`src/rtl/raycast_pkg.sv`:
```
// rtl/raycast_pkg.sv - shared widths, map geometry, screen constants and FSM encoding for the ray caster
package raycast_pkg;

  // Q-format widths
  localparam int POS_W  = 13;  // player position, 1/16 cell
  localparam int ANG_W  = 10;  // direction component, Q2.7
  localparam int ACC_W  = 20;  // ray accumulator, 1/2048 cell
  localparam int DIR_W  = 12;  // per-column ray direction
  localparam int STEP_W = 9;   // march step counter
  localparam int QUOT_W = 11;  // divider dividend/quotient

  // Map geometry: 32x32 cells, cell index is acc[15:11]
  localparam int MAP_BITS = 5;
  localparam int CELL_LSB = 11;

  // Screen constants
  localparam int SCREEN_W    = 160;
  localparam int SCREEN_H_PX = 120;
  localparam int CENTER_COL  = SCREEN_W / 2 + 1;

  // Walls this close skip the divider and draw full height
  localparam int NEAR_STEPS = 16;

  typedef enum logic [2:0] {
    S_IDLE,
    S_SETUP,
    S_STEP,
    S_ADDR,
    S_CHECK,
    S_DIVIDE,
    S_DONE,
    S_HOLD
  } state_t;

  // True when the accumulator is negative or at/after the far map edge (512<<7)
  function automatic logic acc_off_map(input logic [ACC_W-1:0] acc);
    return |acc[ACC_W-1:CELL_LSB+MAP_BITS];
  endfunction

endpackage

```
`src/rtl/slice_divider.sv`:
```
// rtl/slice_divider.sv - 11-cycle restoring divider, first iteration taken on the start edge
module slice_divider
  import raycast_pkg::*;
(
  input  logic              clock,
  input  logic              resetn,
  input  logic              i_start,
  input  logic [QUOT_W-1:0] i_dividend,
  input  logic [STEP_W-1:0] i_divisor,
  output logic [QUOT_W-1:0] o_quotient,
  output logic              o_done
);

  logic [STEP_W-1:0] r_rem;
  logic [QUOT_W-1:0] r_quot;
  logic [STEP_W-1:0] r_divisor;
  logic [3:0]        r_count;
  logic              r_busy;
  logic              r_done;

  logic [STEP_W-1:0] w_rem_in;
  logic [QUOT_W-1:0] w_quot_in;
  logic [STEP_W-1:0] w_div_in;
  logic [STEP_W:0]   w_shift;
  logic [STEP_W:0]   w_diff;
  logic              w_fits;
  logic [STEP_W-1:0] w_rem_next;

  // On start the operands come straight from the inputs so iteration 1 happens on that edge
  assign w_rem_in   = i_start ? '0 : r_rem;
  assign w_quot_in  = i_start ? i_dividend : r_quot;
  assign w_div_in   = i_start ? i_divisor : r_divisor;
  assign w_shift    = {w_rem_in, w_quot_in[QUOT_W-1]};
  assign w_diff     = w_shift - {1'b0, w_div_in};
  assign w_fits     = w_shift >= {1'b0, w_div_in};
  assign w_rem_next = w_fits ? w_diff[STEP_W-1:0] : w_shift[STEP_W-1:0];

  // One restoring iteration per cycle; done is raised after the 11th
  always_ff @(posedge clock) begin
    if (!resetn) begin
      r_rem     <= '0;
      r_quot    <= '0;
      r_divisor <= '0;
      r_count   <= '0;
      r_busy    <= 1'b0;
      r_done    <= 1'b0;
    end else if (i_start || r_busy) begin
      r_rem     <= w_rem_next;
      r_quot    <= {w_quot_in[QUOT_W-2:0], w_fits};
      r_divisor <= w_div_in;
      r_count   <= i_start ? 4'd1 : r_count + 4'd1;
      r_busy    <= i_start || (r_count != 4'(QUOT_W - 1));
      r_done    <= !i_start && (r_count == 4'(QUOT_W - 1));
    end else begin
      r_done <= 1'b0;
    end
  end

  assign o_quotient = r_quot;
  assign o_done     = r_done;

endmodule

```
`src/rtl/ray_slice_caster.sv`:
```
// rtl/ray_slice_caster.sv - per-column ray march through the wall ROM and step-to-height conversion
module ray_slice_caster
  import raycast_pkg::*;
#(
  parameter int MAX_STEPS = 511,
  parameter int SIZE_K    = 1920,
  parameter int SCREEN_H  = SCREEN_H_PX
) (
  input  logic                      clock,
  input  logic                      resetn,
  input  logic                      begin_calc,
  input  logic signed [POS_W-1:0]   playerX,
  input  logic signed [POS_W-1:0]   playerY,
  input  logic signed [ANG_W-1:0]   angle_X,
  input  logic signed [ANG_W-1:0]   angle_Y,
  input  logic [7:0]                column_count,
  output logic [2*MAP_BITS-1:0]     map_addr,
  input  logic                      map_data,
  output logic [6:0]                slice_size,
  output logic                      end_calc
);

  state_t                   r_state;
  logic signed [DIR_W-1:0]  r_dir_x;
  logic signed [DIR_W-1:0]  r_dir_y;
  logic [ACC_W-1:0]         r_acc_x;
  logic [ACC_W-1:0]         r_acc_y;
  logic [STEP_W-1:0]        r_steps;
  logic                     r_oob;
  logic [2*MAP_BITS-1:0]    r_map_addr;
  logic [6:0]               r_slice;
  logic                     r_end_calc;

  // Column offset from screen centre, -80..79
  logic signed [7:0]        w_c;
  logic signed [17:0]       w_c_ext;
  logic signed [17:0]       w_ax_ext;
  logic signed [17:0]       w_ay_ext;
  logic signed [17:0]       w_prod_x;
  logic signed [17:0]       w_prod_y;
  logic signed [17:0]       w_shx;
  logic signed [17:0]       w_shy;
  logic signed [DIR_W-1:0]  w_dir_x;
  logic signed [DIR_W-1:0]  w_dir_y;
  logic                     w_unused;

  logic                     w_hit;
  logic                     w_div_start;
  logic                     w_div_done;
  logic [QUOT_W-1:0]        w_quot;
  logic [6:0]               w_clamped;

  assign w_c      = column_count - 8'(CENTER_COL);
  assign w_c_ext  = {{10{w_c[7]}}, w_c};
  assign w_ax_ext = {{(18-ANG_W){angle_X[ANG_W-1]}}, angle_X};
  assign w_ay_ext = {{(18-ANG_W){angle_Y[ANG_W-1]}}, angle_Y};
  assign w_prod_x = w_c_ext * w_ax_ext;
  assign w_prod_y = w_c_ext * w_ay_ext;
  assign w_shx    = w_prod_x >>> 7;
  assign w_shy    = w_prod_y >>> 7;
  // Rotate the view direction by the column's lateral offset (small-angle approximation)
  assign w_dir_x  = w_ax_ext[DIR_W-1:0] - w_shy[DIR_W-1:0];
  assign w_dir_y  = w_ay_ext[DIR_W-1:0] + w_shx[DIR_W-1:0];
  assign w_unused = ^{w_shx[17:DIR_W], w_shy[17:DIR_W]};

  // The march limit counts as a hit so a ray into open space always terminates
  assign w_hit       = r_oob | map_data | (r_steps == STEP_W'(MAX_STEPS));
  assign w_div_start = (r_state == S_CHECK) && w_hit && (r_steps > STEP_W'(NEAR_STEPS));

  slice_divider u_divider (
    .clock      (clock),
    .resetn     (resetn),
    .i_start    (w_div_start),
    .i_dividend (QUOT_W'(SIZE_K)),
    .i_divisor  (r_steps),
    .o_quotient (w_quot),
    .o_done     (w_div_done)
  );

  // Clamp the quotient into the drawable 1..SCREEN_H range
  always_comb begin
    w_clamped = w_quot[6:0];
    if (w_quot > QUOT_W'(SCREEN_H)) begin
      w_clamped = 7'(SCREEN_H);
    end else if (w_quot == '0) begin
      w_clamped = 7'd1;
    end
  end

  // Control FSM with the march datapath and registered outputs
  always_ff @(posedge clock) begin
    if (!resetn) begin
      r_state    <= S_IDLE;
      r_dir_x    <= '0;
      r_dir_y    <= '0;
      r_acc_x    <= '0;
      r_acc_y    <= '0;
      r_steps    <= '0;
      r_oob      <= 1'b0;
      r_map_addr <= '0;
      r_slice    <= '0;
      r_end_calc <= 1'b0;
    end else begin
      r_end_calc <= 1'b0;
      case (r_state)
        S_IDLE: begin
          if (begin_calc) r_state <= S_SETUP;
        end
        S_SETUP: begin
          r_dir_x <= w_dir_x;
          r_dir_y <= w_dir_y;
          r_acc_x <= {playerX, 7'b0};
          r_acc_y <= {playerY, 7'b0};
          r_steps <= '0;
          r_state <= S_STEP;
        end
        S_STEP: begin
          r_acc_x <= r_acc_x + {{(ACC_W-DIR_W){r_dir_x[DIR_W-1]}}, r_dir_x};
          r_acc_y <= r_acc_y + {{(ACC_W-DIR_W){r_dir_y[DIR_W-1]}}, r_dir_y};
          r_steps <= r_steps + 1'b1;
          r_state <= S_ADDR;
        end
        S_ADDR: begin
          r_map_addr <= {r_acc_y[CELL_LSB+MAP_BITS-1:CELL_LSB],
                         r_acc_x[CELL_LSB+MAP_BITS-1:CELL_LSB]};
          r_oob      <= acc_off_map(r_acc_x) | acc_off_map(r_acc_y);
          r_state    <= S_CHECK;
        end
        S_CHECK: begin
          if (!w_hit) begin
            r_state <= S_STEP;
          end else if (r_steps <= STEP_W'(NEAR_STEPS)) begin
            r_slice    <= 7'(SCREEN_H);
            r_end_calc <= 1'b1;
            r_state    <= S_DONE;
          end else begin
            r_state <= S_DIVIDE;
          end
        end
        S_DIVIDE: begin
          if (w_div_done) begin
            r_slice    <= w_clamped;
            r_end_calc <= 1'b1;
            r_state    <= S_DONE;
          end
        end
        S_DONE: begin
          r_state <= S_HOLD;
        end
        S_HOLD: begin
          if (!begin_calc) r_state <= S_IDLE;
        end
        default: r_state <= S_IDLE;
      endcase
    end
  end

  assign map_addr   = r_map_addr;
  assign slice_size = r_slice;
  assign end_calc   = r_end_calc;

endmodule

```
`config.mk`:
```
export PLATFORM = sky130hd
export DESIGN_NAME = ray_slice_caster
export DESIGN_NICKNAME = d
export VERILOG_FILES = /design/src/rtl/raycast_pkg.sv /design/src/rtl/slice_divider.sv /design/src/rtl/ray_slice_caster.sv
export SDC_FILE = /design/constraint.sdc
export NUM_CORES = 1
export LEC_CHECK = 0
export ABC_CLOCK_PERIOD_IN_PS = 17470
export BUFFER_PORTS_ARGS = -buffer_cell sky130_fd_sc_hd__buf_2
export CAP_MARGIN = 25
export CORE_UTILIZATION = 65
export DETAILED_ROUTE_END_ITERATION = 6
export PLACE_DENSITY_LB_ADDON = 0.15
export SLEW_MARGIN = 15
export SYNTH_ARGS = -nofsm -noshare
export SYNTH_HDL_FRONTEND = slang
export SYNTH_HIERARCHICAL = 1
export SYNTH_SLANG_ARGS = --single-unit
```
`constraint.sdc`:
```
create_clock -name clock -period 17.47 [get_ports clock]
set_clock_uncertainty 0.2 [all_clocks]
set_input_delay 3.494 -clock clock [delete_from_list [all_inputs] [get_ports clock]]
set_output_delay 3.494 -clock clock [all_outputs]
set_load 0.02 [all_outputs]
```
## Word-level counts from Yosys, hierarchy flattened

Cells that the tools add are included.

- $add $sub $neg: 8
- Multipliers: 2
- Divide/modulo/power cells: 0
- Magnitude comparators: 4
- Eq/ne operators: 15
- Shifts and indexed selects: 0
- Multiplexer cells: 24
- Bitwise gates (word level): 3
- Reduce and logical (&&, ||, !) cells: 15

Operators with widths:

| operator | number |
|---|---|
| $pmux W20 S2 | 2 |
| $add A20 B20 Y20 | 2 |
| $mul A8 B10 Y18 | 2 |
| $mux W7 | 5 |
| $mux W9 | 3 |
| $pmux W3 S8 | 1 |
| $pmux W9 S2 | 1 |
| $pmux W7 S2 | 1 |
| $add A10 B11 Y12 | 1 |
| $eq A3 B3 Y1 const B | 4 |
| $mux W3 | 4 |
| $sub A10 B11 Y12 | 1 |
| $gt A11 B7 Y1 const B | 1 |
| $logic_not A11 Y1 | 1 |
| $mux W11 | 1 |
| $ge A10 B9 Y1 | 1 |
| $add A9 B1 Y9 const B | 1 |
| $eq A9 B9 Y1 const B | 1 |
| $gt A9 B5 Y1 const B | 1 |
| $le A9 B5 Y1 const B | 1 |
| $sub A9 B9 Y9 | 1 |
| $reduce_or A4 Y1 | 2 |
| $sub A8 B7 Y8 const B | 1 |
| $eq A3 B2 Y1 const B | 2 |
| other kinds (19) | 30 |

- Register bits: 130
- Latch bits: 0
- Bits in writable memories: 0
- Bits in read-only memories: 0
- Word-level logic and storage cells: 87
- Memories kept: 0

## Logic depth before layout (Yosys ltp)

- Depth in word-level cells: 7
- Depth in mapped cells: 32
- Depth with buffers taken out: 29

## By module

The synthesis kept the hierarchy.

Modules (own cells, without submodules):

| module | instances | cells an instance | area each (µm²) |
|---|---|---|---|
| ray_slice_caster | 1 | 1458 | 12111.6 |
| slice_divider | 1 | 203 | 1925.6 |

## Worst setup path after synthesis

OpenSTA, ideal clock, no wires.

- Kind: input-to-reg
- Start: input column_count[0]
- End: register r_dir_x[10]
- Setup time: 116 ps
- Arrival time: 9726 ps
- Required time: 17154 ps
- Slack: 7428 ps
- Stages on the path: 30
- Cells stage by stage: clkbuf_1 -> clkbuf_1 -> inv_1 -> ha_1 -> nand2_1 -> a21oi_1 -> xnor2_1 -> clkbuf_1 -> nand2_1 -> fa_1 -> fa_1 -> inv_1 -> fa_1 -> inv_1 -> fa_1 -> inv_1 -> ha_1 -> nand4b_1 -> o2111ai_1 -> and2_1 -> nor2_1 -> xor2_1 -> ha_1 -> a21o_1 -> a21oi_1 -> o21bai_1 -> a211oi_1 -> o31ai_1 -> mux2i_1 -> a31o_2

- Word-level cells in the longest chain between the ends: 3

RTL lines:

| element | line | RTL |
|---|---|---|
| start, declared | ray_slice_caster.sv:16 | `input logic [7:0] column_count,` |
| $sub A8 B7 Y8 | ray_slice_caster.sv:53 | `assign w_c = column_count - 8'(CENTER_COL);` |
| $mul A8 B10 Y18 | ray_slice_caster.sv:58 | `assign w_prod_y = w_c_ext * w_ay_ext;` |
| $sub A10 B11 Y12 | ray_slice_caster.sv:62 | `assign w_dir_x = w_ax_ext[DIR_W-1:0] - w_shy[DIR_W-1:0];` |
| end signal, assigned | ray_slice_caster.sv:110 | `r_dir_x <= w_dir_x;` |
| end, declared | ray_slice_caster.sv:24 | `logic signed [DIR_W-1:0] r_dir_x;` |

No other way between the ends.
A chain may end at the register's enable or synchronous reset.

## Worst setup path after layout

Same ends and word-level chain as after synthesis.

==> flow_metrics.py <==
metrics = {
    "layout": {
        "fin_util": 0.720,
        "n_antenna_cell": 0,
        "synthToLayoutAreaGrowth_pct": 8.11,
        "drive_gt1_frac": 0.0842,
        "final_nets": 2043,
    },
    "route": {
        "wire_per_inst_um": 16.0,
        "route.detailed.drc": 0,
        "ant_nets": 0,
        "drtIter0Drc": 549,
        "drt-pass1-iter-count": 5,
        "via_count": 11670,
        "drt_wl_total_um": 32000,
        "vias_per_cell": 5.84,
    },
    "floorplanning": {
        "dieArea_mm2": 0.0222,
        "ios": 76,
        "start_util": 0.666,
        "die_h_um": 149,
        "die_x_um": 149,
        "core-area_mm2": 0.0211,
        "std_cell_rows": 53,
    },
    "sta": {
        "final_hold_viol_count": 0,
        "max_freq_ghz": 0.0981,
        "fin_tns_setup_ns": 0,
        "period_needed_ns": 10.19,
        "finalCritPeriodShare": 0.583,
        "relSlewSlack": 0.337,
        "setup_viol": 0,
        "tightest_slew_ns": 0.995,
        "maxSlewViolCount": 0,
        "rsz0062_at_grt": "no",
    },
    "cts": {
        "cts-buffers-inserted": 17,
        "cts_buffer_depth": 2,
        "cts_root_buf": "clkbuf_16",
        "postCtsHoldBufs": 0,
        "path_clk_slew_ns": 0.05,
        "clock-sinks": 130,
        "postCtsSetupRepairBufs": 0,
        "clock_latency_ns": 0.42,
        "cts_resized": 0,
        "h-tree-depth": 4,
        "cts_tree": "done",
    },
    "grt": {
        "grt_pass1_vias": 11624,
        "grt_max_degree": 64,
        "track_usage": 0.303,
        "grt_pass1_wl_um": 53800,
        "antenna_found_initial": 0,
        "overflow": 0,
    },
    "worst_setup_path": {
        "path_class": "in2reg",
        "critPathArrivalTime_ns": 10.30,
        "max_stage_delay_ns": 0.55,
        "cp-start-kind": "input pin",
        "cp_common_cell": "fa_1",
        "cp.required_ns": 17.58,
        "reg2reg_slack_ns": 12.63,
        "reg2regPathDepth": 17,
        "end_kind": "flip-flop",
        "worstPathMaxFanout": 20,
        "r2r-start": "r_steps[0]",
        "slowest_stage": "fa_1",
        "r2r-end": "u_divider/r_rem[7]",
    },
    "place": {
        "port_buffers": 75,
        "dp_hpwl_um": 24100,
        "gp_congestion": 0.879,
    },
    "synth": {
        "synthArstFlopShare": 0,
        "ys_ff_latch": 130,
        "yosys_warnings": 6,
        "synth-main-ff-cell": "dfxtp_1",
        "synth_edf_count": 0,
        "ys_types": 78,
        "synth.avg_cell_area_um2": 8.45,
        "synthesis.area_mm2": 0.0140,
        "synthCells": 1661,
        "seq_area_frac_synth": 0.185,
    },
    "pwr": {
        "leakage_nw": 7.09,
        "peakVddDrop_mv": 0.149,
        "p_per_area_mw_per_mm2": 181,
    },
    "outcome": {
        "status": "finished, final reports clean",
    },
    "hold_path": {
        "whs_endpoint": "map_addr[2]",
        "min-delay-start": "map_addr[2]",
        "hold_depth": 2,
        "hp-class": "reg2reg",
    },
    "run": {
        "maxCapViolations": 0,
    },
}
[cell usage after synthesis (all sizes together) (3+ instances only)]
library cell | n | area [µm²]
o211ai | 9 | 67.6
and4 | 3 | 26.3
nand2 | 164 | 616
nand4 | 8 | 50.1
nor3b | 3 | 27.5
ha | 136 | 1700
clkbuf | 42 | 158
a21o | 20 | 150
o32ai | 3 | 33.8
a22oi | 16 | 120
a21oi | 92 | 468
nor2 | 113 | 424
a311oi | 7 | 61.3
nor3 | 25 | 135
o211a | 11 | 110
nor4 | 7 | 43.8
inv | 221 | 830
o311ai | 4 | 50.1
o31ai | 6 | 45.0
or2 | 7 | 43.8
mux2i | 38 | 380
dfxtp | 130 | 2600
xor2 | 29 | 254
o21bai | 15 | 116
fa | 135 | 2700
o21ai | 56 | 288
buf | 20 | 106
a31oi | 9 | 56.3
a221oi | 4 | 47.6
o21a | 8 | 60.1
nand2b | 7 | 43.8
o22ai | 20 | 125
nor2b | 52 | 325
a211oi | 21 | 173
or3 | 9 | 56.3
and2 | 65 | 407
xnor2 | 64 | 561
nand3 | 34 | 170
o41ai | 3 | 33.8
and3 | 12 | 75.1
[layout by cell type (no fill, tap or decap), drive strengths merged, types with 4 or more instances in the layout]
cell,count
and3,12
a21o,20
inv,222
o21ai,56
mux2i,38
o21bai,15
fa,135
conb,11
nor2b,52
dfxtp,130
xor2,29
and2,65
nor4,7
o22ai,20
o31ai,6
clkbuf,21
a22oi,16
nand2,164
nand3,34
nand2b,7
or3,9
a221oi,4
a211oi,21
o211a,11
o21a,8
o211ai,9
a311oi,7
o311ai,4
buf,87
or2,7
nand4,8
a31oi,9
ha,136
nor3,25
xnor2,64
a21oi,92
nor2,113
[cell families (layout without fill, tap and decap cells)]
group                    after synthesis  after routing  share of synthesized area
buffers and inverters                284            336                     0.0782
XOR/XNOR                              93             93                     0.0580
multiplexers                          40             40                     0.0287
AO/OA/AOI/OAI                        325            325                      0.157
AND/OR/NAND/NOR                      516            516                      0.179
adder cells (fa/ha/maj)              271            271                      0.314
flip-flops                           130            130                      0.185
other                                  2             11                   0.000535
[critical path, delay by kind of cell]
family | cells | cell delay [ns]
AOI/OAI and AO/OA | 9 | 2.31
xor gates and xnor gates | 2 | 0.31
adders and majority gates | 6 | 2.77
buffers and inverters | 5 | 0.60
muxes | 1 | 0.14
and+or+nand+nor | 4 | 0.68
[through the flow]
stage	cell area, µm²	setup WS (ns)	cells	power, mW	hold slack, ns
after global placement	14600	7.04	1970	2.33	0.241
after CTS	15200	7.24	1997	2.75	0.252
final	15200	7.28	1997	2.75	0.248
after detailed placement	14600	6.86	1970	2.38	0.245
after global routing	15200	6.80	1997	3.05	0.272
after floorplan	14100	7.43	1670	2.01	0.236
[flip-flops by register name, indices dropped and copies added (netlist names), 7 cells and up]
| signal | cells |
|---|---|
| r_acc_x | 20 |
| r_acc_y | 20 |
| r_dir_x | 12 |
| r_dir_y | 12 |
| u_divider/o_quotient | 11 |
| map_addr | 10 |
| r_steps | 9 |
| u_divider/r_divisor | 9 |
| u_divider/r_rem | 9 |
| slice_size | 7 |
[metal layers]
layer  vias to the layer above  part of all wire  global-route usage  routed length (µm)
met1                      5643              0.44               0.379               14000
li1                       5643                 -                   -                   -
met3                        65             0.053              0.0401                1690
met5                         -                 0                   0                   0
met2                       319              0.49               0.539               15700
met4                         0             0.019              0.0918                 619
[worst max path at each step]
stage                    startpoint           to  slack [ns]  depth (start not counted)
floorplan           column_count[0]  r_dir_x[10]        7.43                         30
global placement    column_count[0]  r_dir_y[10]        7.04                         29
detailed placement  column_count[0]  r_dir_y[10]        6.86                         29
CTS                 column_count[0]  r_dir_x[10]        7.24                         27
global route        column_count[0]  r_dir_y[10]        6.80                         29
finish              column_count[0]  r_dir_x[10]        7.28                         27
[layout make-up]
cell class	instances	area [µm²]
Clock buffer	21	460
Clock inverter	6	85.1
Fill cell	1680	5910
Inverter	222	833
Multi-Input combinational cell	1256	10400
Sequential cell	130	2600
Tap cell	275	344
Timing Repair Buffer	87	465
[report_power, final]
| part | internal (mW) | leakage [nW] | switching (mW) |
|---|---|---|---|
| sequential | 0.321 | 1.05 | 0.0214 |
| combinational | 0.922 | 5.78 | 1.15 |
| clock | 0.213 | 0.263 | 0.126 |
| total | 1.46 | 7.09 | 1.29 |
(Power assumes the default switching activity.)
